==> src/rtl/chip_layer_responder.sv <==
// -----------------------------------------------------------------------------
// chip_layer_responder
//
// Stand-in for the chip side of the network controller link. Each start_layer
// pulse starts a compute whose length comes from a 64-entry programmable
// latency table, indexed by the running layer index. When the compute finishes,
// the block returns a single-cycle done_layer pulse. This lets the controller,
// host software and power-measure loops run without silicon.
//
// Optional feature macro: LOOPBACK_TEST_EN
//   defined   : start_store_byte4 starts a compute of fixed length STORE_LAT.
//   undefined : start_store_byte4 is ignored. The port is still present.
//
// Parameters
//   LAT_W      width of one latency table entry
//   STORE_LAT  compute length for a store request (LOOPBACK_TEST_EN only)
//
// Ports
//   chip_clk           clock, rising edge
//   rstn               asynchronous active-low reset
//   start_layer        layer start request (single-cycle pulse)
//   start_store_byte4  store request (LOOPBACK_TEST_EN only)
//   n_layers           layer count; sets the wrap point of layer_idx
//   cfg_we/addr/lat    latency table write port, usable in any state
//   done_layer         single-cycle completion pulse (registered)
//   busy               high while a compute is running
//   layer_idx          index of the next layer to run
//   overrun_err        sticky; a request arrived while busy
//   done_cnt           number of done_layer pulses since reset (wraps)
// -----------------------------------------------------------------------------
module chip_layer_responder #(
    parameter int LAT_W     = 16,
    parameter int STORE_LAT = 4
) (
    input  logic             chip_clk,
    input  logic             rstn,
    input  logic             start_layer,
    input  logic             start_store_byte4,
    input  logic [5:0]       n_layers,
    input  logic             cfg_we,
    input  logic [5:0]       cfg_addr,
    input  logic [LAT_W-1:0] cfg_lat,
    output logic             done_layer,
    output logic             busy,
    output logic [5:0]       layer_idx,
    output logic             overrun_err,
    output logic [31:0]      done_cnt
);

    typedef enum logic {
        S_IDLE    = 1'b0,
        S_COMPUTE = 1'b1
    } state_t;

    state_t           state_q, state_d;
    logic [LAT_W-1:0] cnt_q, cnt_d;
    logic [5:0]       layer_idx_q, layer_idx_d;
    logic             done_q, done_d;
    logic             overrun_q, overrun_d;
    logic [31:0]      done_cnt_q, done_cnt_d;
    logic [LAT_W-1:0] lat_tbl_q [64];

    logic             req_store;
    logic [5:0]       idx_next;

`ifdef LOOPBACK_TEST_EN
    assign req_store = start_store_byte4;
`else
    logic unused_store;
    assign req_store    = 1'b0;
    assign unused_store = start_store_byte4;
`endif

    // A latency of 0 behaves like 1. The counter is loaded with L-1, so the
    // cnt == 0 cycle is the last cycle of the compute.
    function automatic logic [LAT_W-1:0] lat_to_cnt(input logic [LAT_W-1:0] lat);
        return (lat == '0) ? '0 : lat - LAT_W'(1);
    endfunction

    // n_layers is used as it stands at the update edge. An index that is
    // already past n_layers-1 (n_layers lowered on the fly) keeps counting
    // up and wraps at 64.
    always_comb begin
        if (n_layers == 6'd0) begin
            idx_next = 6'd0;
        end else if (layer_idx_q == n_layers - 6'd1) begin
            idx_next = 6'd0;
        end else begin
            idx_next = layer_idx_q + 6'd1;
        end
    end

    // Latency table. Register semantics mean that a start on the same edge
    // as a write to the same entry reads the old value.
    always_ff @(posedge chip_clk or negedge rstn) begin
        if (!rstn) begin
            for (int i = 0; i < 64; i++) begin
                lat_tbl_q[i] <= LAT_W'(1);
            end
        end else if (cfg_we) begin
            lat_tbl_q[cfg_addr] <= cfg_lat;
        end
    end

    // State and datapath registers
    always_ff @(posedge chip_clk or negedge rstn) begin
        if (!rstn) begin
            state_q     <= S_IDLE;
            cnt_q       <= '0;
            layer_idx_q <= 6'd0;
            done_q      <= 1'b0;
            overrun_q   <= 1'b0;
            done_cnt_q  <= 32'd0;
        end else begin
            state_q     <= state_d;
            cnt_q       <= cnt_d;
            layer_idx_q <= layer_idx_d;
            done_q      <= done_d;
            overrun_q   <= overrun_d;
            done_cnt_q  <= done_cnt_d;
        end
    end

    // Next-state logic
    always_comb begin
        state_d     = state_q;
        cnt_d       = cnt_q;
        layer_idx_d = layer_idx_q;
        done_d      = 1'b0;
        overrun_d   = overrun_q;
        done_cnt_d  = done_cnt_q;

        case (state_q)
            S_IDLE: begin
                // start_layer has priority over a store in the same cycle.
                if (start_layer) begin
                    state_d = S_COMPUTE;
                    cnt_d   = lat_to_cnt(lat_tbl_q[layer_idx_q]);
                end else if (req_store) begin
                    state_d = S_COMPUTE;
                    cnt_d   = lat_to_cnt(LAT_W'(STORE_LAT));
                end
            end

            S_COMPUTE: begin
                // Requests while busy are flagged and dropped; cnt is untouched.
                if (start_layer || req_store) begin
                    overrun_d = 1'b1;
                end
                if (cnt_q == '0) begin
                    state_d     = S_IDLE;
                    done_d      = 1'b1;
                    layer_idx_d = idx_next;
                    done_cnt_d  = done_cnt_q + 32'd1;
                end else begin
                    cnt_d = cnt_q - LAT_W'(1);
                end
            end

            default: begin
                state_d = S_IDLE;
            end
        endcase
    end

    // Outputs are driven straight from registers. There is no path from any
    // input to an output.
    always_comb begin
        busy        = (state_q == S_COMPUTE);
        done_layer  = done_q;
        layer_idx   = layer_idx_q;
        overrun_err = overrun_q;
        done_cnt    = done_cnt_q;
    end

endmodule

==> config.mk <==
export PLATFORM = sky130hd
export DESIGN_NAME = chip_layer_responder
export DESIGN_NICKNAME = d
export VERILOG_FILES = /design/src/rtl/chip_layer_responder.sv
export SDC_FILE = /design/constraint.sdc
export NUM_CORES = 2
export LEC_CHECK = 0
export ABC_AREA = 1
export BUFFER_PORTS_ARGS = -buffer_cell sky130_fd_sc_hd__buf_2
export CAP_MARGIN = 15
export CORE_MARGIN = 2
export CORE_UTILIZATION = 55
export DETAILED_ROUTE_END_ITERATION = 8
export PLACE_DENSITY = 0.75
export SKIP_CTS_REPAIR_TIMING = 1
export SLEW_MARGIN = 20
export SYNTH_ARGS = -nofsm -noshare
export SYNTH_HDL_FRONTEND = slang
export SYNTH_SLANG_ARGS = --single-unit
export TNS_END_PERCENT = 5
==> constraint.sdc <==
create_clock -name chip_clk -period 4.45 [get_ports chip_clk]
set_clock_uncertainty 0.1 [all_clocks]
set_input_delay 0.445 -clock chip_clk [delete_from_list [all_inputs] [get_ports chip_clk]]
set_output_delay 0.445 -clock chip_clk [all_outputs]
set_load 0.005 [all_outputs]
==> results.tsv <==
metric	value	unit
Area Growth Syn to Fin	9.35	%
power per standard cell area	516	nW/um2
post-synth top area share	0.507	
crit-path max FO	172	
post-synthesis async set-or-reset flop share	1.00	
worst reg2reg setup slack	0.72	ns
IO Pins	74	
CTS tree	built	
Tightest Pin Transition	1.13	ns
drt wl/cell	19.3	um
H-tree lvl count	3	
maximum number of pins on one net before global-route repair	189	
clock power share	0.338	
die width	306	um
RSZ-0062 raised after global routing	false	
final wirelength	143000	um
combinational power share	0.241	
initial antenna violation count	7	
mapped cell area	50200	um2
Final GP Congestion	0.914	
drt first pass iters	6	
vias in the first global route	41303	
Synth cell types	39	
fin crit period	3.73	ns
CP arrival	4.26	ns
CTS sink cnt	1081	
sequential share of the synthesized area	0.540	
setup_tns	0	ns
Primary FF master, synth	dfrtp_1	
FP Rows	110	
type of the tightest min-delay check	in2reg	
Starting Density	0.556	
Net Sw Frac	0.331	
headroom to the max-slew limit	0.249	
CP endpoint kind	register	
Layout fillers	7909	
P_sw	9.39	mW
Reg clk slew, reported paths	0.06	ns
most frequent cells in the layout	nand2_1, o21ai_0, dfrtp_1	
post-DP HPWL	83100	um
MaxCap Viol Count	0	
Final Worst Setup Slack	0.719	ns
Critical Path RT	4.98	ns
Worst setup SP type	register	
final hold vios	0	
vias per std cell	5.83	
internal power	19.0	mW
fin nets	6173	
die area	93800	um2
Die Y	306	um
share of power burned in registers	0.421	
syn_area_per_cell	7.96	um2
first-pass GRT wire length	230000	um
ratio of cells with drive above 1 in the final layout	0.0847	
final antenna-violating net count	0	
clock buffer depth	3	
Clock Latency Late Sink	0.70	ns
Setup Viol. Count Final	0	
Tot GR Track Use	0.309	
drc violations	0	
grt total ovfl	0	
CTS Buf Count	113	
vias after detailed routing	43225	
port bufs	72	
WS Path Type	reg2reg	
status	finished, final reports clean	
Gate Count Post-Synth	6314	
Peak VDD IR	0.000392	V
part of the cycle the worst path needs	0.838	
top cells by area, synth	dfrtp_1, nand2_1, o21ai_0	
total of warnings raised by yosys	0	
EDFF count, synth	0	
Max Slew Vio Count	0	
syn nets	6353	
commonest non-fill, non-tap cell in the layout	nand2_1	
f_max	0.268	GHz
1st-iter DRT viols	5048	
P_leak	25.5	nW
root buf cell	clkbuf_16	
area of the core	90300	um2
pre-CTS worst setup slack	0.845	ns
Yosys top cell by area	dfrtp_1	
flops & latches, synth	1081	
==> state kept, by name (all words and copies together), names as in the netlist <==
signal and cells:
done_cnt 32, cnt_q 16, overrun_err 1, layer_idx 6, busy 1, lat_tbl_q 1024, done_layer 1
==> power by group through the flow <==
stage                     combinational (mW)  clock (mW)  sequential (mW)
after floorplan                         4.84           0             11.9
after global placement                  6.55           0             12.0
after detailed placement                6.68           0             12.1
after CTS                               6.72        9.70             11.9
after global routing                    7.65        10.1             12.1
final                                   6.85        9.58             11.9
==> critical path, cell delays in order, from the launching register on <==
cell and delay, ns:
dfrtp_4 0.60, inv_16 0.56, buf_4 0.48, nand2_1 0.09
nand3_1 0.08, nand3_1 0.09, nand2_1 0.19, nand2_1 0.09
nand3_1 0.14, nand3_1 0.18, nand2_1 0.21, nor2_1 0.07
nand2_1 0.09, nor2_1 0.05, nand2_1 0.19, nand4_1 0.18
nand2_1 0.10, nand2_1 0.05, nand2_1 0.08
==> area by class of cell <==
class,instances,area [um2],share of cell area
Timing Repair Buffer,223,1780,0.0325
Antenna cell,2,5.00,0.0000911
Clock inverter,31,318,0.00579
Clock buffer,182,3490,0.0635
Sequential cell,1081,27100,0.494
Tap cell,1176,1470,0.0268
Inverter,86,350,0.00638
Multi-Input combinational cell,4629,20400,0.371
==> layer usage <==
layer	global-route usage	routed length, um
met1	0.433	60500
met2	0.478	64300
met3	0.0555	12600
met4	0.128	5840
met5	0	44
==> through the flow <==
step	hold WS, ns	utilization	power (mW)	cell area (um2)	instances
after floorplan	0.0494	-	16.7	50200	6314
final	0.163	0.608	28.4	54900	7410
after global placement	0.339	0.566	18.6	51100	7193
after detailed placement	0.349	0.566	18.8	51100	7193
after global routing	0.190	0.608	29.8	54900	7410
after CTS	-0.305	0.608	28.3	54900	7406
==> cells in the mapped netlist, drive strengths merged, types with 6 or more instances <==
library cell	n
clkinv	19
ha	6
a21oi	29
xnor2	13
xor2	35
inv	67
nand2	2473
nor3	27
dfstp	64
nand3	885
buf	202
nor2	84
dfrtp	1017
clkbuf	316
o21ai	1039
nand4	18
==> cell families (layout without fill, tap and decap cells) <==
group,after synthesis,in the layout,share of synthesized area
flip-flops,1081,1081,0.540
XOR/XNOR,48,48,0.00837
adder cells (fa/ha/maj),6,6,0.00149
AO/OA/AOI/OAI,1082,1082,0.108
buffers and inverters,604,522,0.0546
other,0,2,0
AND/OR/NAND/NOR,3493,3493,0.287
==> path summary, 6_finish.rpt <==
check,start,end,cells past startpoint
worst max register to register,layer_idx[0],cnt_q[6],18
worst min register to register,overrun_err,overrun_err,1
max in group asynchronous,rstn,lat_tbl_q[248],4
worst min-delay path,cfg_lat[5],lat_tbl_q[421],3
min in group asynchronous,rstn,lat_tbl_q[270],2
worst max-delay path,layer_idx[0],cnt_q[6],18
No activity file was read; power rests on OpenSTA's default activity.
